===== config.mk =====
export PLATFORM = sky130hd
export DESIGN_NAME = uart_tx_ctrl
export DESIGN_NICKNAME = d
export VERILOG_FILES = /design/src/rtl/uart_pkg.sv /design/src/rtl/uart_baud_tick.sv /design/src/rtl/uart_tx_ctrl.sv
export SDC_FILE = /design/constraint.sdc
export NUM_CORES = 1
export LEC_CHECK = 0
export ABC_AREA = 1
export CORE_MARGIN = 2
export CORE_UTILIZATION = 40
export CTS_CLUSTER_SIZE = 40
export DETAILED_ROUTE_END_ITERATION = 8
export PLACE_DENSITY = 0.69
export SLEW_MARGIN = 10
export SYNTH_ARGS = -nofsm -noshare
export SYNTH_HDL_FRONTEND = slang
export SYNTH_HIERARCHICAL = 1
export SYNTH_SLANG_ARGS = --single-unit

===== constraint.sdc =====
create_clock -name clk_i -period 6.1 [get_ports clk_i]
set_input_delay 0.915 -clock clk_i [delete_from_list [all_inputs] [get_ports clk_i]]
set_output_delay 0.915 -clock clk_i [all_outputs]
set_load 0.02 [all_outputs]

===== src/rtl/uart_pkg.sv =====
// Shared types and constants for the UART transmit path.
package uart_pkg;

    localparam int UART_DATA_W  = 8;
    localparam int UART_DIV_W   = 16;
    localparam int UART_MIN_DIV = 2;

    typedef enum logic [2:0] {
        TX_IDLE,
        TX_FETCH,
        TX_LOAD,
        TX_START,
        TX_DATA,
        TX_PARITY,
        TX_STOP,
        TX_NEXT
    } tx_state_e;

endpackage


===== src/rtl/uart_baud_tick.sv =====
// Loadable bit-period down-counter; tick marks the last cycle of each bit.
module uart_baud_tick
    import uart_pkg::*;
#(
    parameter int DIV_W = UART_DIV_W
) (
    input  logic             clk_i,
    input  logic             rst_ni,
    input  logic             load,
    input  logic             en,
    input  logic [DIV_W-1:0] period,
    output logic             tick
);

    logic [DIV_W-1:0] cnt;

    assign tick = en && (cnt == '0);

    always_ff @(posedge clk_i or negedge rst_ni) begin
        if (!rst_ni) begin
            cnt <= '0;
        end else if (load) begin
            cnt <= period - DIV_W'(1);
        end else if (en) begin
            // terminal count reloads so back-to-back bits stay exactly period wide
            if (cnt == '0) begin
                cnt <= period - DIV_W'(1);
            end else begin
                cnt <= cnt - DIV_W'(1);
            end
        end
    end

endmodule


===== src/rtl/uart_tx_ctrl.sv =====
// UART transmit sequencer: pulls bytes from the TX FIFO and frames them as 8N1.
// Define UART_TX_PARITY_EN to insert an even-parity bit (8E1 framing).
//
// state  | meaning
// IDLE   | line high, waiting for tx_start_i
// FETCH  | read strobe to FIFO, or underrun if empty
// LOAD   | capture FIFO read data into shift register
// START  | start bit (low) for one bit time
// DATA   | DATA_W data bits, LSB first
// PARITY | even parity bit (UART_TX_PARITY_EN only)
// STOP   | STOP_BITS stop bits (high)
// NEXT   | bump sent count, finish burst or fetch again
module uart_tx_ctrl
    import uart_pkg::*;
#(
    parameter int DATA_W    = UART_DATA_W,
    parameter int DIV_W     = UART_DIV_W,
    parameter int STOP_BITS = 1
) (
    input  logic              clk_i,
    input  logic              rst_ni,
    input  logic              tx_start_i,
    input  logic [2:0]        tx_len_i,
    input  logic [DIV_W-1:0]  baud_div_i,
    input  logic              fifo_empty_i,
    output logic              fifo_rd_en_o,
    input  logic [DATA_W-1:0] fifo_data_i,
    output logic              tx_o,
    output logic              busy_o,
    output logic              done_o,
    output logic              underrun_o
);

    localparam int BIT_CW = (DATA_W > 1) ? $clog2(DATA_W) : 1;

    tx_state_e         state;
    logic [2:0]        len_q;
    logic [2:0]        sent_q;
    logic [DIV_W-1:0]  div_q;
    logic [DATA_W-1:0] shift_q;
    logic [BIT_CW-1:0] bit_cnt;
    logic [1:0]        stop_cnt;
    logic              bit_tick;
    logic              timer_load;
    logic              timer_en;
`ifdef UART_TX_PARITY_EN
    logic              parity_q;
`endif

    assign fifo_rd_en_o = (state == TX_FETCH) && !fifo_empty_i;
    assign timer_load   = (state == TX_LOAD);
    assign timer_en     = (state == TX_START) || (state == TX_DATA) ||
                          (state == TX_PARITY) || (state == TX_STOP);

    uart_baud_tick #(
        .DIV_W (DIV_W)
    ) u_baud_tick (
        .clk_i  (clk_i),
        .rst_ni (rst_ni),
        .load   (timer_load),
        .en     (timer_en),
        .period (div_q),
        .tick   (bit_tick)
    );

    always_ff @(posedge clk_i or negedge rst_ni) begin
        if (!rst_ni) begin
            state      <= TX_IDLE;
            len_q      <= '0;
            sent_q     <= '0;
            div_q      <= '0;
            shift_q    <= '0;
            bit_cnt    <= '0;
            stop_cnt   <= '0;
            tx_o       <= 1'b1;
            busy_o     <= 1'b0;
            done_o     <= 1'b0;
            underrun_o <= 1'b0;
`ifdef UART_TX_PARITY_EN
            parity_q   <= 1'b0;
`endif
        end else begin
            done_o     <= 1'b0;
            underrun_o <= 1'b0;
            case (state)
                TX_IDLE: begin
                    tx_o <= 1'b1;
                    if (tx_start_i && (tx_len_i != 3'd0)) begin
                        len_q  <= tx_len_i;
                        // a divisor below the minimum would collapse the bit timer
                        div_q  <= (baud_div_i < DIV_W'(UART_MIN_DIV)) ?
                                  DIV_W'(UART_MIN_DIV) : baud_div_i;
                        sent_q <= '0;
                        busy_o <= 1'b1;
                        state  <= TX_FETCH;
                    end
                end
                TX_FETCH: begin
                    if (!fifo_empty_i) begin
                        state <= TX_LOAD;
                    end else begin
                        underrun_o <= 1'b1;
                        busy_o     <= 1'b0;
                        state      <= TX_IDLE;
                    end
                end
                TX_LOAD: begin
                    shift_q <= fifo_data_i;
`ifdef UART_TX_PARITY_EN
                    parity_q <= ^fifo_data_i;
`endif
                    bit_cnt <= '0;
                    tx_o    <= 1'b0;
                    state   <= TX_START;
                end
                TX_START: begin
                    if (bit_tick) begin
                        tx_o  <= shift_q[0];
                        state <= TX_DATA;
                    end
                end
                TX_DATA: begin
                    if (bit_tick) begin
                        shift_q <= shift_q >> 1;
                        if (bit_cnt == BIT_CW'(DATA_W - 1)) begin
                            stop_cnt <= '0;
`ifdef UART_TX_PARITY_EN
                            tx_o  <= parity_q;
                            state <= TX_PARITY;
`else
                            tx_o  <= 1'b1;
                            state <= TX_STOP;
`endif
                        end else begin
                            tx_o    <= shift_q[1];
                            bit_cnt <= bit_cnt + BIT_CW'(1);
                        end
                    end
                end
`ifdef UART_TX_PARITY_EN
                TX_PARITY: begin
                    if (bit_tick) begin
                        tx_o  <= 1'b1;
                        state <= TX_STOP;
                    end
                end
`endif
                TX_STOP: begin
                    if (bit_tick) begin
                        if (stop_cnt == 2'(STOP_BITS - 1)) begin
                            // done_o lands in NEXT, the cycle right after the last stop bit
                            done_o <= (sent_q + 3'd1 == len_q);
                            state  <= TX_NEXT;
                        end else begin
                            stop_cnt <= stop_cnt + 2'd1;
                        end
                    end
                end
                TX_NEXT: begin
                    sent_q <= sent_q + 3'd1;
                    if (sent_q + 3'd1 == len_q) begin
                        busy_o <= 1'b0;
                        state  <= TX_IDLE;
                    end else begin
                        state <= TX_FETCH;
                    end
                end
                default: begin
                    tx_o   <= 1'b1;
                    busy_o <= 1'b0;
                    state  <= TX_IDLE;
                end
            endcase
        end
    end

    a_no_read_when_empty: assert property (
        @(posedge clk_i) disable iff (!rst_ni) !(fifo_rd_en_o && fifo_empty_i));

    a_busy_tracks_state: assert property (
        @(posedge clk_i) disable iff (!rst_ni) busy_o == (state != TX_IDLE));

endmodule


==> results of run 1 <==
[area by class of cell]
| class | instances | area [µm²] |
|---|---|---|
| timing repair buffer | 36 | 352.8 |
| multi-input combinational | 400 | 1894 |
| sequential | 58 | 1453 |
| clock buffer | 11 | 141.4 |
| inverter | 78 | 292.8 |
| tap | 111 | 138.9 |
| fill | 954 | 4806 |
| clock inverter | 5 | 30.03 |
[through the flow]
stage	setup slack (ns)	instance area [µm²]
floorplan	3.977	3716
global placement	3.109	4131
detailed placement	2.953	4131
CTS	2.924	4303
global route	2.614	4303
finish	2.937	4303
[worst min path at each step]
stage | from | to | slack (ns) | depth (start not counted)
3_3_place_gp | bit_cnt[0] | bit_cnt[0] | 0.47 | 1
3_5_place_dp | busy_o | busy_o | 0.46 | 2
2_1_floorplan | bit_cnt[0] | bit_cnt[0] | 0.45 | 1
4_1_cts | busy_o | busy_o | 0.48 | 2
6_report | busy_o | busy_o | 0.47 | 2
5_1_grt | bit_cnt[0] | bit_cnt[0] | 0.53 | 1
[registers in the layout, indices dropped and copies added, names as in the netlist, 2 cells and up]
| signal | flops |
|---|---|
| len_q | 3 |
| bit_cnt | 3 |
| state | 3 |
| sent_q | 3 |
| div_q | 16 |
| u_baud_tick/cnt | 16 |
| shift_q | 8 |
| stop_cnt | 2 |
[cell usage after synthesis (3+ instances only)]
cell type / n / area (µm²)
a21oi_1: 3 / 15.01
nand3b_1: 6 / 45.04
nor2_2: 5 / 31.28
dfrtp_1: 57 / 1426
nand3_1: 53 / 265.3
or2_2: 3 / 18.77
inv_1: 73 / 274.0
nand2_2: 5 / 31.28
ha_1: 7 / 87.58
nor2_1: 57 / 214.0
inv_2: 3 / 11.26
xor2_1: 3 / 26.28
xnor2_1: 4 / 35.03
nand2_1: 186 / 698.2
nand4_1: 10 / 62.56
o21ai_1: 12 / 60.06
buf_2: 4 / 20.02
o21ai_0: 26 / 130.1
o211ai_1: 6 / 45.04
[worst min-delay path, stage by stage (launching register included)]
cell and delay, ns:
dfrtp_1 0.34, nand2_1 0.05, nand2_1 0.05
[logic make-up after synthesis]
| family | synth area share [%] |
|---|---|
| XOR/XNOR | 1.650 |
| AO/OA/AOI/OAI | 7.374 |
| buffers and inverters | 9.932 |
| flip-flops | 39.09 |
| adder cells (fa/ha/maj) | 2.357 |
| AND/OR/NAND/NOR | 39.60 |
[layer usage]
metal	part of all wire, %	GRT usage (%)
met1	47	24.82
met2	49	30.30
met3	3.1	2.925
met4	1.5	5.901
met5	0	0
[report_power, final]
group | leakage (nW) | internal [mW] | switching (mW)
clock | 0.0851 | 0.156 | 0.161
combinational | 1.32 | 0.352 | 0.638
sequential | 0.729 | 0.547 | 0.149
==> results.cfg, run 1 <==
[logic_synthesis]
ys_async_sr_fraction_pct = 100.0
synth_area_mm2 = 0.003716
syn_area_per_cell_um2 = 6.806
ys_seq_area_share_pct = 39.09
ys_ff_latch = 58
synthCells = 546
ys.warnings.count = 6
synth_edf_count = 0
synth_cell_types = 36
synth_ff_type = dfrtp_1
syn_nets = 584

[timing]
finalHoldViolations = 0
min_period_ns = 3.163
clock.fmax_mhz = 316.1
timing.hold.ws_ns = 0.4728
rsz0062_at_grt = false
timing.final.crit_share_pct = 51.86
fin_skew_ns = 0.007702
tightest_slew_ns = 1.005
slew_headroom_pct = 32.73
setup_viol = 0
maxSlewViolCount = 0
tns_ns = 0

[global_route]
grt.overflow.total = 0
antenna_found_initial = 0
grt_pass1_wl_um = 14920
grt_use_total_pct = 18.39
grt_max_degree = 59
grt_pass1_vias = 3292

[route]
drtPass1Iterations = 4
avgViaCountPerCell = 4.901
drtIter0Drc = 157
vias = 3426
wl_um = 8439
ant_nets = 0
drc = 0
wl_per_cell_um = 12.07

[clock_tree]
post_cts_resized = 0
cts_buffer_depth = 2
htreeDepth = 3
cts.sinks = 58
post_cts_buffers = 0
clk_latency_ns = 0.34
cts_tree = done
root_buffer = clkbuf_8
cts_buffers = 9
cts.clk_slew.worst_paths_ns = 0.07
ctsHoldBuffers = 0

[worst_setup_path]
r2r_cells = 10
cp_slowest_cell = nor2_1
cp.depth = 10
ff2ff_setup_slack_ns = 2.94
required_ns = 6.34
critPathArrivalTime_ns = 3.40
start_kind = register
crit_top_cell = nand2_1
crit_fanout = 20
r2r_start = state[2]
crit_buf_inv = 3
cp-end-kind = register
setup.worst_path.end = u_baud_tick/cnt[10]
slowest_delay_ns = 0.79
crit_family = simple AND/OR/NAND/NOR gates
r2r-end = u_baud_tick/cnt[10]
path_cells = nand2_2, nor2_2, inv_1, nand4_1, nor2_1, clkinv_1, nand2_1, nand2_1, nand2_1, inv_1
path_class = reg2reg
crit_start = state[2]

[layout]
stdcell_count = 699
most-common-layout-cells = nand2_1, inv_1, nor2_1, dfrtp_1, nand3_1
post-route-util_pct = 47.24
diodes = 0
nets = 621
layout-drive-gt1-share_pct = 7.313
final_common_cell = nand2_1
area_growth_pct = 15.79

[floorplanning]
pin_count = 36
die-area_mm2 = 0.01008
dieHeight_um = 100.4
fp-row-count = 35
coreArea_mm2 = 0.009109
start_util_pct = 40.80
die_x_um = 100.4

[outcome]
status = complete, no violations

[pwr]
p_per_area_mw_per_mm2 = 465.7
vdd_ir_drop_max_uv = 211.2
p_total_mw = 2.004
cellLeakagePower_nw = 2.134

[flow_run]
maxCapViolations = 0

[hold_path]
hp-class = reg2reg

[placed_design]
dpl.hpwl_um = 6249
gp_congestion = 0.9274
dp_cells = 683
portBuffers = 35
Power figures use the tool's default switching activity.
==> inputs of run 2 (changes only) <==
--- a/config.mk
+++ b/config.mk
@@ -10,7 +10,7 @@
 export CORE_UTILIZATION = 40
 export CTS_CLUSTER_SIZE = 40
 export DETAILED_ROUTE_END_ITERATION = 8
-export PLACE_DENSITY = 0.69
+export PLACE_DENSITY = 0.72
 export SLEW_MARGIN = 10
 export SYNTH_ARGS = -nofsm -noshare
 export SYNTH_HDL_FRONTEND = slang
==> constraint.sdc (replaced) <==
create_clock -name clk_i -period 2.8 [get_ports clk_i]
set_input_delay 0.42 -clock clk_i [delete_from_list [all_inputs] [get_ports clk_i]]
set_output_delay 0.42 -clock clk_i [all_outputs]
set_load 0.02 [all_outputs]
==> run 2 against run 1 <==
Effect of this change: maximum frequency is 39% higher; utilization is 0.93 points higher; die area stayed put; largest cell class unchanged; critical endpoint is now state[1].
==> results.cfg, run 2 (synthesized netlist as in run 1, its figures left out) <==
[timing]
tns_ns = 0
clock.fmax_mhz = 438.6
timing.hold.ws_ns = 0.03496
finalHoldViolations = 0
min_period_ns = 2.280
rsz0062_at_grt = false
tightest_slew_ns = 0.5213
fin_skew_ns = 0.006986
setup_viol = 0
maxSlewViolCount = 0
layout_setup_ws_ns = 0.5201
slew_headroom_pct = 65.12
timing.final.crit_share_pct = 81.43

[placed_design]
dp_cells = 688
portBuffers = 35
pre_cts_ws_ns = 0.5734
dpl.hpwl_um = 6379
gp_congestion = 0.9789

[layout]
area_growth_pct = 18.08
nFillCells = 928
most-common-layout-cells = nand2_1, inv_1, nor2_1, dfrtp_1, nand3_1
ff_latch_area_mm2 = 0.001453
layout-drive-gt1-share_pct = 8.094
final_common_cell = nand2_1
post-route-util_pct = 48.17
top_regs = div_q (16), u_baud_tick/cnt (16), shift_q (8)
diodes = 0
nets = 626
stdcell_count = 704
multi_input_area_mm2 = 0.001894

[floorplanning]
coreArea_mm2 = 0.009109
pin_count = 36
fp-row-count = 35
die-area_mm2 = 0.01008
dieHeight_um = 100.4
start_util_pct = 40.80
die_x_um = 100.4

[clock_tree]
cts.clk_slew.worst_paths_ns = 0.07
cts_buffers = 9
post_cts_resized = 0
post_cts_buffers = 0
cts_tree = done
cts.sinks = 58
ctsHoldBuffers = 0
root_buffer = clkbuf_8
clk_latency_ns = 0.34
cts_buffer_depth = 2
htreeDepth = 3

[route]
drtIter0Drc = 159
avgViaCountPerCell = 4.874
vias = 3431
ant_nets = 0
wl_um = 8367
wl_per_cell_um = 11.88
drtPass1Iterations = 4
drc = 0

[worst_setup_path]
cp_slowest_cell = dfrtp_1
required_ns = 3.03
path_cells = nand2_1, nor2_1, inv_1, nand4_1, nor3b_1, inv_1, nand2_1, nand3_2, o21ai_1, nand2_1
crit_top_cell = nand2_1
slowest_delay_ns = 0.48
cp-end-kind = register
path_class = reg2reg
critPathArrivalTime_ns = 2.51
ff2ff_setup_slack_ns = 0.52
crit_fanout = 7
start_kind = register

[pwr]
seqPwrFrac_pct = 33.3
intPower_mw = 2.523
share_comb_of_total_power_pct = 47.8
vdd_ir_drop_max_uv = 521.5
p_switching_mw = 2.074
clkPwrFrac_pct = 18.9
p_per_area_mw_per_mm2 = 1048
p_sw_share_pct = 45.12
cellLeakagePower_nw = 2.183

[global_route]
grt_max_degree = 24
grt.overflow.total = 0
antenna_found_initial = 0
grt_pass1_wl_um = 14720
grt_pass1_vias = 3413
grt_use_total_pct = 18.27

[outcome]
status = complete, no violations

[hold_path]
hp-class = in2async

[flow_run]
maxCapViolations = 0
-- run 2: worst paths after layout --
kind | start | to | cells after the start
setup / recovery | state[1] | state[1] | 10
hold / removal | rst_ni | len_q[1] | 1
setup reg to reg | state[1] | state[1] | 10
hold reg to reg | busy_o | busy_o | 2
max in group asynchronous | rst_ni | u_baud_tick/cnt[9] | 2
min in group clk_i | busy_o | busy_o | 2
-- run 2: cell type report --
type	instances	area share [%]
Timing Repair Buffer	41	8.896
Inverter	78	6.672
Tap cell	111	3.165
Clock buffer	11	3.222
Sequential cell	58	33.11
Multi-Input combinational cell	400	43.17
Clock inverter	5	1.768
-- run 2: critical path: cells and delay by family, from the launching register on --
| kind | cells | cell delay (ns) |
|---|---|---|
| compound gates | 1 | 0.16 |
| buf+inv | 2 | 0.28 |
| flops | 1 | 0.48 |
| simple gates | 7 | 1.25 |
-- run 2: power by group through the flow --
stage / sequential [mW] / clock [mW] / combinational [mW]
after floorplan: 1.46 / 0 / 1.73
after global placement: 1.53 / 0 / 2.14
after detailed placement: 1.54 / 0 / 2.20
after CTS: 1.53 / 0.902 / 2.20
after global routing: 1.59 / 0.944 / 2.54
final: 1.53 / 0.868 / 2.20
-- run 2: stage by stage --
stage	power, mW	instance area, µm²
6_report	4.597	4388
5_1_grt	5.066	4388
4_1_cts	4.633	4388
3_5_place_dp	3.734	4169
3_3_place_gp	3.663	4169
2_1_floorplan	3.187	3716
-- run 2: routing by layer --
metal | track usage (%) | wire length [µm]
met5 | 0 | 0
met4 | 6.217 | 151
met3 | 3.621 | 257
met2 | 31.03 | 4071
met1 | 23.26 | 3885
==> inputs of run 3 (changes only) <==
--- a/config.mk
+++ b/config.mk
@@ -10,7 +10,7 @@
 export CORE_UTILIZATION = 40
 export CTS_CLUSTER_SIZE = 40
 export DETAILED_ROUTE_END_ITERATION = 8
-export PLACE_DENSITY = 0.72
+export PLACE_DENSITY = 0.69
 export SLEW_MARGIN = 10
 export SYNTH_ARGS = -nofsm -noshare
 export SYNTH_HDL_FRONTEND = slang
==> constraint.sdc (replaced) <==
create_clock -name clk_i -period 2.2 [get_ports clk_i]
set_input_delay 0.33 -clock clk_i [delete_from_list [all_inputs] [get_ports clk_i]]
set_output_delay 0.33 -clock clk_i [all_outputs]
set_load 0.02 [all_outputs]
==> run 3 against run 2 <==
Effect of this change: cell count increased by 0.28%; critical path type unchanged; register-to-register slack got worse by 0.27 ns; non-clock buffer count increased by 3; setup slack got worse by 0.27 ns; largest power group unchanged; highest routed layer unchanged.
==> results.cfg, run 3 (synthesized netlist as in run 1, its figures left out) <==
[pwr]
p_per_area_mw_per_mm2 = 1325
seqPwrFrac_pct = 33.2
cellLeakagePower_nw = 2.228
intPower_mw = 3.223
share_comb_of_total_power_pct = 49.2
clkPwrFrac_pct = 17.6
p_switching_mw = 2.643
vdd_ir_drop_max_uv = 720.1
p_sw_share_pct = 45.05

[worst_setup_path]
path_class = reg2reg
critPathArrivalTime_ns = 2.18
crit_start = state[0]
slowest_delay_ns = 0.44
start_kind = register
cp_slowest_cell = dfrtp_1
required_ns = 2.42
cp-end-kind = register
r2r_start = state[0]
path_cells = inv_2, nand2_2, nor2_2, inv_1, nand4_1, nor3b_4, inv_1, nand2_1, nand3_2, o21ai_1, nand2_1
crit_family = simple AND/OR/NAND/NOR gates
crit_buf_inv = 3
crit_fanout = 5

[global_route]
grt_use_total_pct = 18.14
grt_max_degree = 59
antenna_found_initial = 0
grt_pass1_vias = 3234
grt_pass1_wl_um = 14630
grt.overflow.total = 0

[timing]
tightest_slew_ns = 0.7488
finalHoldViolations = 0
setup_viol = 0
timing.final.crit_share_pct = 88.82
clock.fmax_mhz = 511.8
min_period_ns = 1.954
maxSlewViolCount = 0
slew_headroom_pct = 50.08
rsz0062_at_grt = false
timing.hold.ws_ns = 0.1354
fin_skew_ns = 0.009712
tns_ns = 0

[floorplanning]
die_x_um = 100.4
pin_count = 36
coreArea_mm2 = 0.009109
die-area_mm2 = 0.01008
start_util_pct = 40.80
dieHeight_um = 100.4
fp-row-count = 35

[clock_tree]
ctsHoldBuffers = 0
cts_buffer_depth = 2
cts.clk_slew.worst_paths_ns = 0.07
cts.sinks = 58
clk_latency_ns = 0.34
htreeDepth = 3
post_cts_buffers = 0
cts_tree = done
root_buffer = clkbuf_8
cts_buffers = 9

[layout]
nFillCells = 937
area_growth_pct = 19.12
most-common-layout-cells = nand2_1, inv_1, nor2_1, dfrtp_1, nand3_1
diodes = 0
layout-drive-gt1-share_pct = 9.076
final_common_cell = nand2_1
post-route-util_pct = 48.60
top_regs = div_q (16), u_baud_tick/cnt (16), shift_q (8)
final_cell_area_mm2 = 0.004427
nets = 629
stdcell_count = 706

[route]
ant_nets = 0
vias = 3484
drc = 0
drtIter0Drc = 177
wl_um = 8203
drtPass1Iterations = 5
wl_per_cell_um = 11.62
avgViaCountPerCell = 4.935

[outcome]
status = complete, no violations

[hold_path]
hp-class = in2async

[placed_design]
dp_cells = 691
placed_area_mm2 = 0.004204
gp_congestion = 0.9637
dpl.hpwl_um = 6260
portBuffers = 35

[flow_run]
maxCapViolations = 0
## run 3: timing repair
item                       in CTS  in global routing
cloned                          0                  0
setup endpoints to repair       1                 12
gates resized for setup         1                  5
hold endpoints to repair        0                  0
## run 3: worst paths after layout
kind	depth (start not counted)	endpoint	slack [ns]
max	11	state[1]	0.25
min	2	div_q[1]	0.14
max reg2reg	11	state[1]	0.25
min reg2reg	2	busy_o	0.47
max in group asynchronous	2	state[1]	1.53
min in group clk_i	2	busy_o	0.47
## run 3: power groups by stage
stage	Clock, mW	Combinational [mW]	Sequential, mW
final	1.03	2.89	1.95
after detailed placement	0	2.87	1.96
after global routing	1.11	3.34	2.02
after CTS	1.06	2.89	1.94
after global placement	0	2.80	1.94
after floorplan	0	2.20	1.86
## run 3: final cells by class
cell class / count / area [µm²] / share of cell area, %
Multi-Input combinational cell: 400 / 1908 / 43.10
Sequential cell: 58 / 1455 / 32.87
Timing Repair Buffer: 44 / 427.9 / 9.666
Inverter: 78 / 292.8 / 6.614
Clock buffer: 13 / 168.9 / 3.816
Tap cell: 111 / 138.9 / 3.137
Clock inverter: 2 / 35.03 / 0.7914
## run 3: through the flow
stage	setup slack [ns]	total power, mW
after floorplan	0.2750	4.056
after global placement	0.1652	4.740
after detailed placement	0.02853	4.826
after CTS	0.04617	5.884
after global routing	0.03322	6.473
final	0.2460	5.866
## run 3: metal layers
layer	up-vias	routed length, µm	global-route usage (%)
met5	-	0	0
met2	52	3814	29.22
met4	0	182	8.008
met3	17	234	3.412
met1	1593	3971	23.79
li1	1822	-	-
## run 3: worst reg2reg max path, stage by stage (launching register included)
cell and delay [ns]:
dfrtp_1 0.44, inv_2 0.09, nand2_2 0.08, nor2_2 0.12, inv_1 0.11, nand4_1 0.11, nor3b_4 0.24, inv_1 0.13
nand2_1 0.13, nand3_2 0.12, o21ai_1 0.18, nand2_1 0.08
